File: src/rtl/spi_frame_arbiter_if.sv
// Request handshakes, status and SPI pins of spi_frame_arbiter, bundled as one interface.
// The slave modport is the arbiter side; master is the requester/observer side.
interface spi_frame_arbiter_if #(
  parameter int unsigned DATA_W = 16
);
  logic              req0_valid;
  logic [DATA_W-1:0] req0_data;
  logic              req0_ready;
  logic              req1_valid;
  logic [DATA_W-1:0] req1_data;
  logic              req1_ready;
  logic              busy;
  logic              grant_id;
  logic              done;
  logic              SPI_NSS;
  logic              SPI_CLK;
  logic              SPI_DI;

  modport slave (
    input  req0_valid, req0_data, req1_valid, req1_data,
    output req0_ready, req1_ready, busy, grant_id, done, SPI_NSS, SPI_CLK, SPI_DI
  );

  modport master (
    output req0_valid, req0_data, req1_valid, req1_data,
    input  req0_ready, req1_ready, busy, grant_id, done, SPI_NSS, SPI_CLK, SPI_DI
  );
endinterface

File: src/rtl/spi_frame_arbiter.sv
// Round-robin arbiter between two word requesters feeding one SPI mode-0 link (MSB first).
// Each grant produces one framed transfer followed by a forced NSS-high gap.
module spi_frame_arbiter #(
  parameter int unsigned DATA_W  = 16,
  parameter int unsigned CLK_DIV = 2500,
  parameter int unsigned GAP_CYC = 4
) (
  input  logic                 iclk,
  input  logic                 irst,
  spi_frame_arbiter_if.slave   bus
);

  localparam int unsigned DivW = (CLK_DIV > 1) ? $clog2(CLK_DIV) : 1;
  localparam int unsigned GapW = (GAP_CYC > 1) ? $clog2(GAP_CYC) : 1;
  localparam int unsigned BitW = $clog2(2 * DATA_W + 1);

  typedef enum logic [1:0] {StIdle, StActive, StTail, StGap} state_e;

  state_e            state_q, state_d;
  logic [DATA_W-1:0] shift_q, shift_d;
  logic [DivW-1:0]   div_q, div_d;
  logic [BitW-1:0]   bit_q, bit_d;
  logic [GapW-1:0]   gap_q, gap_d;
  logic              clk_q, clk_d;
  logic              ptr_q, ptr_d;
  logic              grant_q, grant_d;
  logic              sel0, sel1;
  logic              div_wrap;

  assign div_wrap = (div_q == DivW'(CLK_DIV - 1));

  always_ff @(posedge iclk) begin
    if (irst) begin
      state_q <= StIdle;
      shift_q <= '0;
      div_q   <= '0;
      bit_q   <= '0;
      gap_q   <= '0;
      clk_q   <= 1'b0;
      ptr_q   <= 1'b0;
      grant_q <= 1'b0;
    end else begin
      state_q <= state_d;
      shift_q <= shift_d;
      div_q   <= div_d;
      bit_q   <= bit_d;
      gap_q   <= gap_d;
      clk_q   <= clk_d;
      ptr_q   <= ptr_d;
      grant_q <= grant_d;
    end
  end

  // Both valid: the pointer picks; single valid always wins.
  always_comb begin
    sel0 = 1'b0;
    sel1 = 1'b0;
    if (state_q == StIdle && !irst) begin
      if (bus.req0_valid && (!bus.req1_valid || !ptr_q)) begin
        sel0 = 1'b1;
      end else if (bus.req1_valid) begin
        sel1 = 1'b1;
      end
    end
  end

  always_comb begin
    state_d = state_q;
    shift_d = shift_q;
    div_d   = div_q;
    bit_d   = bit_q;
    gap_d   = gap_q;
    clk_d   = clk_q;
    ptr_d   = ptr_q;
    grant_d = grant_q;
    unique case (state_q)
      StIdle: begin
        if (sel0 || sel1) begin
          shift_d = sel0 ? bus.req0_data : bus.req1_data;
          grant_d = sel1;
          ptr_d   = sel0;
          div_d   = '0;
          bit_d   = '0;
          clk_d   = 1'b0;
          state_d = StActive;
        end
      end
      StActive: begin
        if (div_wrap) begin
          div_d = '0;
          // One extra low half-period follows the last falling edge before the tail.
          if (bit_q == BitW'(2 * DATA_W)) begin
            state_d = StTail;
          end else begin
            clk_d = ~clk_q;
            bit_d = bit_q + BitW'(1);
            if (clk_q) begin
              shift_d = {shift_q[DATA_W-2:0], 1'b0};
            end
          end
        end else begin
          div_d = div_q + DivW'(1);
        end
      end
      StTail: begin
        if (div_wrap) begin
          div_d   = '0;
          gap_d   = '0;
          state_d = StGap;
        end else begin
          div_d = div_q + DivW'(1);
        end
      end
      StGap: begin
        if (gap_q == GapW'(GAP_CYC - 1)) begin
          state_d = StIdle;
        end else begin
          gap_d = gap_q + GapW'(1);
        end
      end
      default: state_d = StIdle;
    endcase
  end

  always_comb begin
    bus.req0_ready = sel0;
    bus.req1_ready = sel1;
    bus.busy       = (state_q != StIdle);
    bus.grant_id   = grant_q;
    bus.done       = (state_q == StGap) && (gap_q == '0);
    bus.SPI_NSS    = !((state_q == StActive) || (state_q == StTail));
    bus.SPI_CLK    = clk_q;
    bus.SPI_DI     = ((state_q == StActive) || (state_q == StTail)) ? shift_q[DATA_W-1] : 1'b0;
  end

endmodule
File: src/flat_wrapper.sv
// flat-port wrapper written by rule: the top's interface ports become plain ports
module spi_frame_arbiter_flat 
#(
  parameter int unsigned DATA_W  = 16,
  parameter int unsigned CLK_DIV = 2500,
  parameter int unsigned GAP_CYC = 4
)
  (iclk, irst, bus_req0_valid, bus_req0_data, bus_req1_valid, bus_req1_data, bus_req0_ready, bus_req1_ready, bus_busy, bus_grant_id, bus_done, bus_SPI_NSS, bus_SPI_CLK, bus_SPI_DI);
  spi_frame_arbiter_if #(.DATA_W(DATA_W)) bus_i ();
  input  logic iclk;
  input  logic irst;
  input wire logic [$bits(bus_i.req0_valid)-1:0] bus_req0_valid;
  input wire logic [$bits(bus_i.req0_data)-1:0] bus_req0_data;
  input wire logic [$bits(bus_i.req1_valid)-1:0] bus_req1_valid;
  input wire logic [$bits(bus_i.req1_data)-1:0] bus_req1_data;
  output wire logic [$bits(bus_i.req0_ready)-1:0] bus_req0_ready;
  output wire logic [$bits(bus_i.req1_ready)-1:0] bus_req1_ready;
  output wire logic [$bits(bus_i.busy)-1:0] bus_busy;
  output wire logic [$bits(bus_i.grant_id)-1:0] bus_grant_id;
  output wire logic [$bits(bus_i.done)-1:0] bus_done;
  output wire logic [$bits(bus_i.SPI_NSS)-1:0] bus_SPI_NSS;
  output wire logic [$bits(bus_i.SPI_CLK)-1:0] bus_SPI_CLK;
  output wire logic [$bits(bus_i.SPI_DI)-1:0] bus_SPI_DI;
  assign bus_i.req0_valid = bus_req0_valid;
  assign bus_i.req0_data = bus_req0_data;
  assign bus_i.req1_valid = bus_req1_valid;
  assign bus_i.req1_data = bus_req1_data;
  assign bus_req0_ready = bus_i.req0_ready;
  assign bus_req1_ready = bus_i.req1_ready;
  assign bus_busy = bus_i.busy;
  assign bus_grant_id = bus_i.grant_id;
  assign bus_done = bus_i.done;
  assign bus_SPI_NSS = bus_i.SPI_NSS;
  assign bus_SPI_CLK = bus_i.SPI_CLK;
  assign bus_SPI_DI = bus_i.SPI_DI;
  spi_frame_arbiter #(.DATA_W(DATA_W), .CLK_DIV(CLK_DIV), .GAP_CYC(GAP_CYC)) u_core (.iclk(iclk), .irst(irst), .bus(bus_i));
endmodule
File: config.mk
export PLATFORM = sky130hd
export DESIGN_NAME = spi_frame_arbiter_flat
export DESIGN_NICKNAME = d
export VERILOG_FILES = /design/src/rtl/spi_frame_arbiter_if.sv /design/src/rtl/spi_frame_arbiter.sv /design/src/flat_wrapper.sv
export SDC_FILE = /design/constraint.sdc
export NUM_CORES = 1
export LEC_CHECK = 0
export ABC_AREA = 1
export BUFFER_PORTS_ARGS = -buffer_cell sky130_fd_sc_hd__buf_2
export CAP_MARGIN = 10
export CORE_MARGIN = 1
export CORE_UTILIZATION = 50
export CTS_CLUSTER_SIZE = 40
export DETAILED_ROUTE_END_ITERATION = 7
export PLACE_DENSITY_LB_ADDON = 0.15
export SLEW_MARGIN = 10
export SYNTH_ARGS = -nofsm -noshare
export SYNTH_HDL_FRONTEND = slang
export SYNTH_SLANG_ARGS = --single-unit
File: constraint.sdc
create_clock -name iclk -period 3.3 [get_ports iclk]
set_input_delay 0.66 -clock iclk [delete_from_list [all_inputs] [get_ports iclk]]
set_output_delay 0.66 -clock iclk [all_outputs]
set_load 0.01 [all_outputs]
# After elaboration in Yosys (flattened, before gate mapping)
# Index checks and enable logic that the tools add are counted.
# op_classes
mul	0
order_cmp	0
eq_ne	14
n_reduce_logical	23
div	0
addsub	3
n_shift	0
n_mux	32
bitwise_logic	1
# ops
cell	count
16-bit 2-to-1 mux	5
16-bit case mux with 2 select lines	1
12-bit 2-to-1 mux	2
12-bit case mux with 2 select lines	1
6-bit 2-to-1 mux	3
2-bit 2-to-1 mux	7
12-bit by 1-bit adder with 12-bit output, second input constant	1
12-bit == test, second input constant	1
6-bit case mux with 2 select lines	1
2-bit by 1-bit inequality test with 1-bit output, second input constant	5
5-bit AND reduction	2
1-bit 2-to-1 mux	9
2-bit case mux with 4 select lines	1
2-bit nonzero test	4
6-bit by 1-bit adder with 6-bit output, second input constant	1
2-bit == test, second input constant	3
6-bit == test, second input constant	1
2-bit inequality test, second input constant	3
1-bit zero test	4
2-bit zero test	2
2-bit case mux with 2 select lines	1
2-bit AND reduction	2
4-bit AND reduction	1
1-bit logical AND	3
7 further kinds	9
# totals
mem_bits_rw	0
input_bits	36
latch_bits	0
mem_count	0
word_cells	81
output_inout_bits	8
ff_bits	41
romBits	0

# Logic depth before layout (Yosys ltp)
# depth
word_depth	8
depth_mapped	13
ltp_nobuf	12

# Worst setup path before layout
# Ideal clock, no wire load.
# synth_path
path_kind	input port to output port
start	input port irst
end	output port bus_req0_ready
path_buffers	2
setup_slack_ps	1367
arrival_ps	1273
required_ps	2640
path_stages	5
path_cell_list	buf_2 inv_2 nand2_2 nor2_4 buf_4
# synth_between
elab_chain_cells	3
# synth_lines
element	line	text
from (decl)	flat_wrapper.sv:11	input logic irst;
1-bit zero test	spi_frame_arbiter.sv:58	if (state_q == StIdle && !irst) begin
1-bit logical AND	spi_frame_arbiter.sv:58	
1-bit 2-to-1 mux	spi_frame_arbiter.sv:58	
to (decl)	flat_wrapper.sv:16	output wire logic [$bits(bus_i.req0_ready)-1:0] bus_req0_ready;
# No other way between the ends.

# Final worst setup path
# layout_path
start	register u_core.state_q[0]
end	register u_core.shift_q[0]
# layout_between
elab_chain_cells	6
elab_cells_between_ends	15
cone_classes	5 x eq/ne; 5 x mux; 5 x reduce/logical
# layout_lines
element	line	text
from (decl)	spi_frame_arbiter.sv:19	state_e state_q, state_d;
from (signal assigned)	spi_frame_arbiter.sv:34	state_q <= StIdle;
from (signal assigned)	spi_frame_arbiter.sv:43	state_q <= state_d;
2-bit zero test	spi_frame_arbiter.sv:58, spi_frame_arbiter.sv:76	
1-bit logical AND	spi_frame_arbiter.sv:58	
1-bit 2-to-1 mux	spi_frame_arbiter.sv:58	
16-bit 2-to-1 mux or 1-bit logical OR (tied branches)	spi_frame_arbiter.sv:79, spi_frame_arbiter.sv:78	
16-bit 2-to-1 mux or 2-bit inequality test (tied branches)	-	
16-bit case mux with 2 select lines or 5-bit AND reduction (tied branches)	-	
to (signal assigned)	spi_frame_arbiter.sv:44	shift_q <= shift_d;
to (decl)	spi_frame_arbiter.sv:20	logic [DATA_W-1:0] shift_q, shift_d;
# Parallel ways exist; a longest one is shown, timed or not. The select of a mux whose other input is x is not followed.
# A chain may end at the register's enable or synchronous reset.

==> impl_results.md <==
- Clk pwr share: 0.155
- Die H: 74.42 microns
- Hold Fails Final Rpt: 0
- Core Rows: 25
- Initial antenna violation count: 0
- Routed met1 length: 2995 microns
- Synth warnings: 0
- Detailed Routing Iterations Pass 1: 6
- Die area: 5538 sq um
- Most frequent cells in the layout: nand2_1, nor2_1, nand3_1, buf_2, dfxtp_1
- Critical Path AT: ~2.8 ns
- Via-to-Cell Ratio: 5.011
- Startpoint Class: register
- Post-DR wirelength/cell: 11.28 microns
- Met2 wire length: 2562 microns
- Hold Path Depth: 2
- Max Cap Viol: 0
- Critical Setup Path Class: reg -> reg
- Post-synthesis instance total: around 430
- Most repeated library cell on the critical path: nand2_1
- Mapped Area: between 2000 and 3000 sq um
- P_leak: 1.410 nW
- First-pass GRT wire length: 9873 microns
- Worst r2r src: u_core.state_q[0]
- # DRC: 0
- Reg power frac: 0.266
- Fill cells: 502
- Seq cells post-synth: approximately 40
- Relative slew slack: 0.6620
- Part of the power in combinational logic: 0.579
- Minimum clock period: about 2.5 ns
- Fmax: 393.8 MHz
- CP max stage delay: 0.36 ns
- WL final: ~6000 microns
- Worst R2R End: u_core.shift_q[0]
- Internal power: roughly 1.5 mW
- Net Sw Frac: 0.4770
- Clock root buffer master: clkbuf_8
- Number of CTS-inserted buffers: 5
- Pwr Density: 938.3 nW/um^2
- Final cycle utilization of the critical path: 0.7695
- Deepest clock path buffer count: 2
- Vias in the first global route: 2259
- Worst min path class: reg -> reg
- Met3 wire length: 332 microns
- Synth area leaders: dfxtp_1, nand2_1, nand3_1
- Synth-to-layout area growth: 12.88%
- Most common cell after layout, fill and taps aside: nand2_1
- Area share of the largest cell type after synthesis: 0.3130
- Postcts setup bufs: 0
- Clock-pin slew on the worst setup and hold paths: 0.09 ns
- Die W: 74.42 microns
- Port buffer count: 43
- Core box area: 4880 sq um
- Cell taking the most area after synthesis: dfxtp_1
- Fin area: 2960 sq um
- Reg2Reg Setup Slack: 0.76 ns
- Crit. End Element: register
- CTS H-tree depth: 2
- Routability cong.: roughly 0.94
- Critical Path RT: 3.54 ns
- Clock latency on the worst-skew pair: 0.30 ns
- Highest metal used: met4
- Endpoint, Worst Hold: u_core.bus.SPI_CLK
- Initial core utilization: 0.5374
- Sequential share of the synthesized area: 0.3130
- Pwr Total: 2.778 mW
- Via count: 2646
- R2R depth: 12
- Worst-Margin Slew: 0.5032 ns
- Post-cts sizing count: 0
- Crit-path cells: inv_1 -> ha_1 -> inv_2 -> nor2_4 -> nand3_2 -> nand3_2 -> nand2_1 -> inv_2 -> nand2_1 -> nand2_1 -> nand2_1 -> nor2_1
- Initial detailed-routing violation count: 135
- HP Start: u_core.bus.SPI_CLK
- Syn avg cell area: 6.156 sq um
- Final-stage net count: around 510
- Net Sw Power: 1.325 mW
- RSZ-0062 raised after global routing: false
- Final Max Tran Viols: 0
- Peak supply drop: 0.0004205 V
- Gr ovfl total: 0
- Clk_skew: 0.01065 ns
- Outcome: finished, final reports clean
- Largest net degree at the start of global routing: 32
- DP Area: 2840 sq um
- # hold bufs at CTS: 0
- CTS tree: yes
- Post-DP HPWL: 4170 microns
- Share of cells above drive strength 1: 0.1800
- Final setup violation count: 0
- Post-synth net total: approximately 470
- Total track usage: 0.2296
- N_diodes: 0
- Count of clock tree sinks: 41
- Setup TNS: 0 ns
- Critical path fanouts, max: 31
- Post-route ant nets: 0
- Ports: 44
- Worst path slowest cell: inv_2
- Yosys cell types: 26
## kinds of logic (layout without fill, tap and decap cells)
| family | count (synthesis) | after routing | synth area share |
|---|---|---|---|
| AND/OR/NAND/NOR | 267 | 267 | 0.4451 |
| flip-flops | 41 | 41 | 0.3130 |
| buffers and inverters | 57 | 92 | 0.09399 |
| XOR/XNOR | 1 | 1 | 0.003340 |
| adder cells (fa/ha/maj) | 10 | 10 | 0.04771 |
| AO/OA/AOI/OAI | 50 | 50 | 0.09685 |
## routing by layer
metal	global-route usage	vias up
li1	-	1421
met1	0.3134	1131
met4	0.06709	0
met5	0	-
met3	0.04472	7
met2	0.3674	87
## Yosys cell counts
cell type and n:
inv_2 5, nor2_2 1, o21ai_1 4, a21oi_1 34
clkbuf_1 3, o21ai_0 10, buf_2 8, a21boi_0 1
nand3_1 45, nand2_1 131, nor2_1 57, nor3b_1 1
dfxtp_1 41, nor3_1 2, a31oi_1 1, xor2_1 1
nand3_2 4, nor2_4 2, nand2_2 2, or2_2 15
buf_4 6, inv_1 33, nand4_1 6, buf_1 2
ha_1 10, and3_1 1
## worst max-delay path: cells and delay by family (launching register included)
family / cells / cell delay (ns)
AND/OR/NAND/NOR: 8 / 1.27
buffers and inverters: 3 / 0.59
flip-flops: 1 / 0.35
adder cells (fa/ha/maj): 1 / 0.27
## worst max path at each step
| stage | startpoint | end | slack (ns) | depth (start not counted) |
|---|---|---|---|---|
| floorplan | irst | bus_req0_ready | 1.37 | 5 |
| global placement | irst | u_core.shift_q[0] | 0.84 | 9 |
| detailed placement | irst | u_core.shift_q[0] | 0.73 | 10 |
| CTS | u_core.state_q[0] | u_core.shift_q[0] | 0.79 | 12 |
| global route | u_core.state_q[1] | u_core.shift_q[0] | 0.49 | 12 |
| finish | u_core.state_q[0] | u_core.shift_q[0] | 0.76 | 12 |
## area by class of cell
| type | count | area [sq um] | area share |
|---|---|---|---|
| clock buffer | 6 | 82.58 | 0.02790 |
| clock inverter | 2 | 37.54 | 0.01268 |
| inverter | 38 | 142.6 | 0.04818 |
| multi-input combinational | 328 | 1555 | 0.5254 |
| sequential | 41 | 820.8 | 0.2773 |
| tap | 67 | 83.83 | 0.02832 |
| timing repair buffer | 46 | 237.7 | 0.08030 |
## state kept, by name, summed over array words and instances (netlist names)
register and count:
u_core.div_q 12, u_core.state_q 2, u_core.shift_q 16, u_core.ptr_q 1, u_core.bus.grant_id 1, u_core.bit_q 6
u_core.bus.SPI_CLK 1, u_core.gap_q 2
## power groups by stage
stage | combinational (mW) | sequential (mW) | clock, mW
after floorplan | 1.35 | 0.729 | 0
after global placement | 1.57 | 0.742 | 0
after detailed placement | 1.59 | 0.746 | 0
after CTS | 1.60 | 0.736 | 0.441
after global routing | 1.84 | 0.757 | 0.461
final | 1.61 | 0.738 | 0.432
## per-stage QoR
| step | worst slack, ns | hold slack, ns | util | cells |
|---|---|---|---|---|
| after floorplan | 1.367 | 0.4388 | - | 426 |
| after global placement | 0.8415 | 0.4478 | 0.5821 | 520 |
| after detailed placement | 0.7300 | 0.4582 | 0.5821 | 520 |
| after CTS | 0.7908 | 0.4728 | 0.6067 | 528 |
| after global routing | 0.4861 | 0.5024 | 0.6067 | 528 |
| final | 0.7606 | 0.4743 | 0.6067 | 528 |
Power figures use the tool's default switching activity.
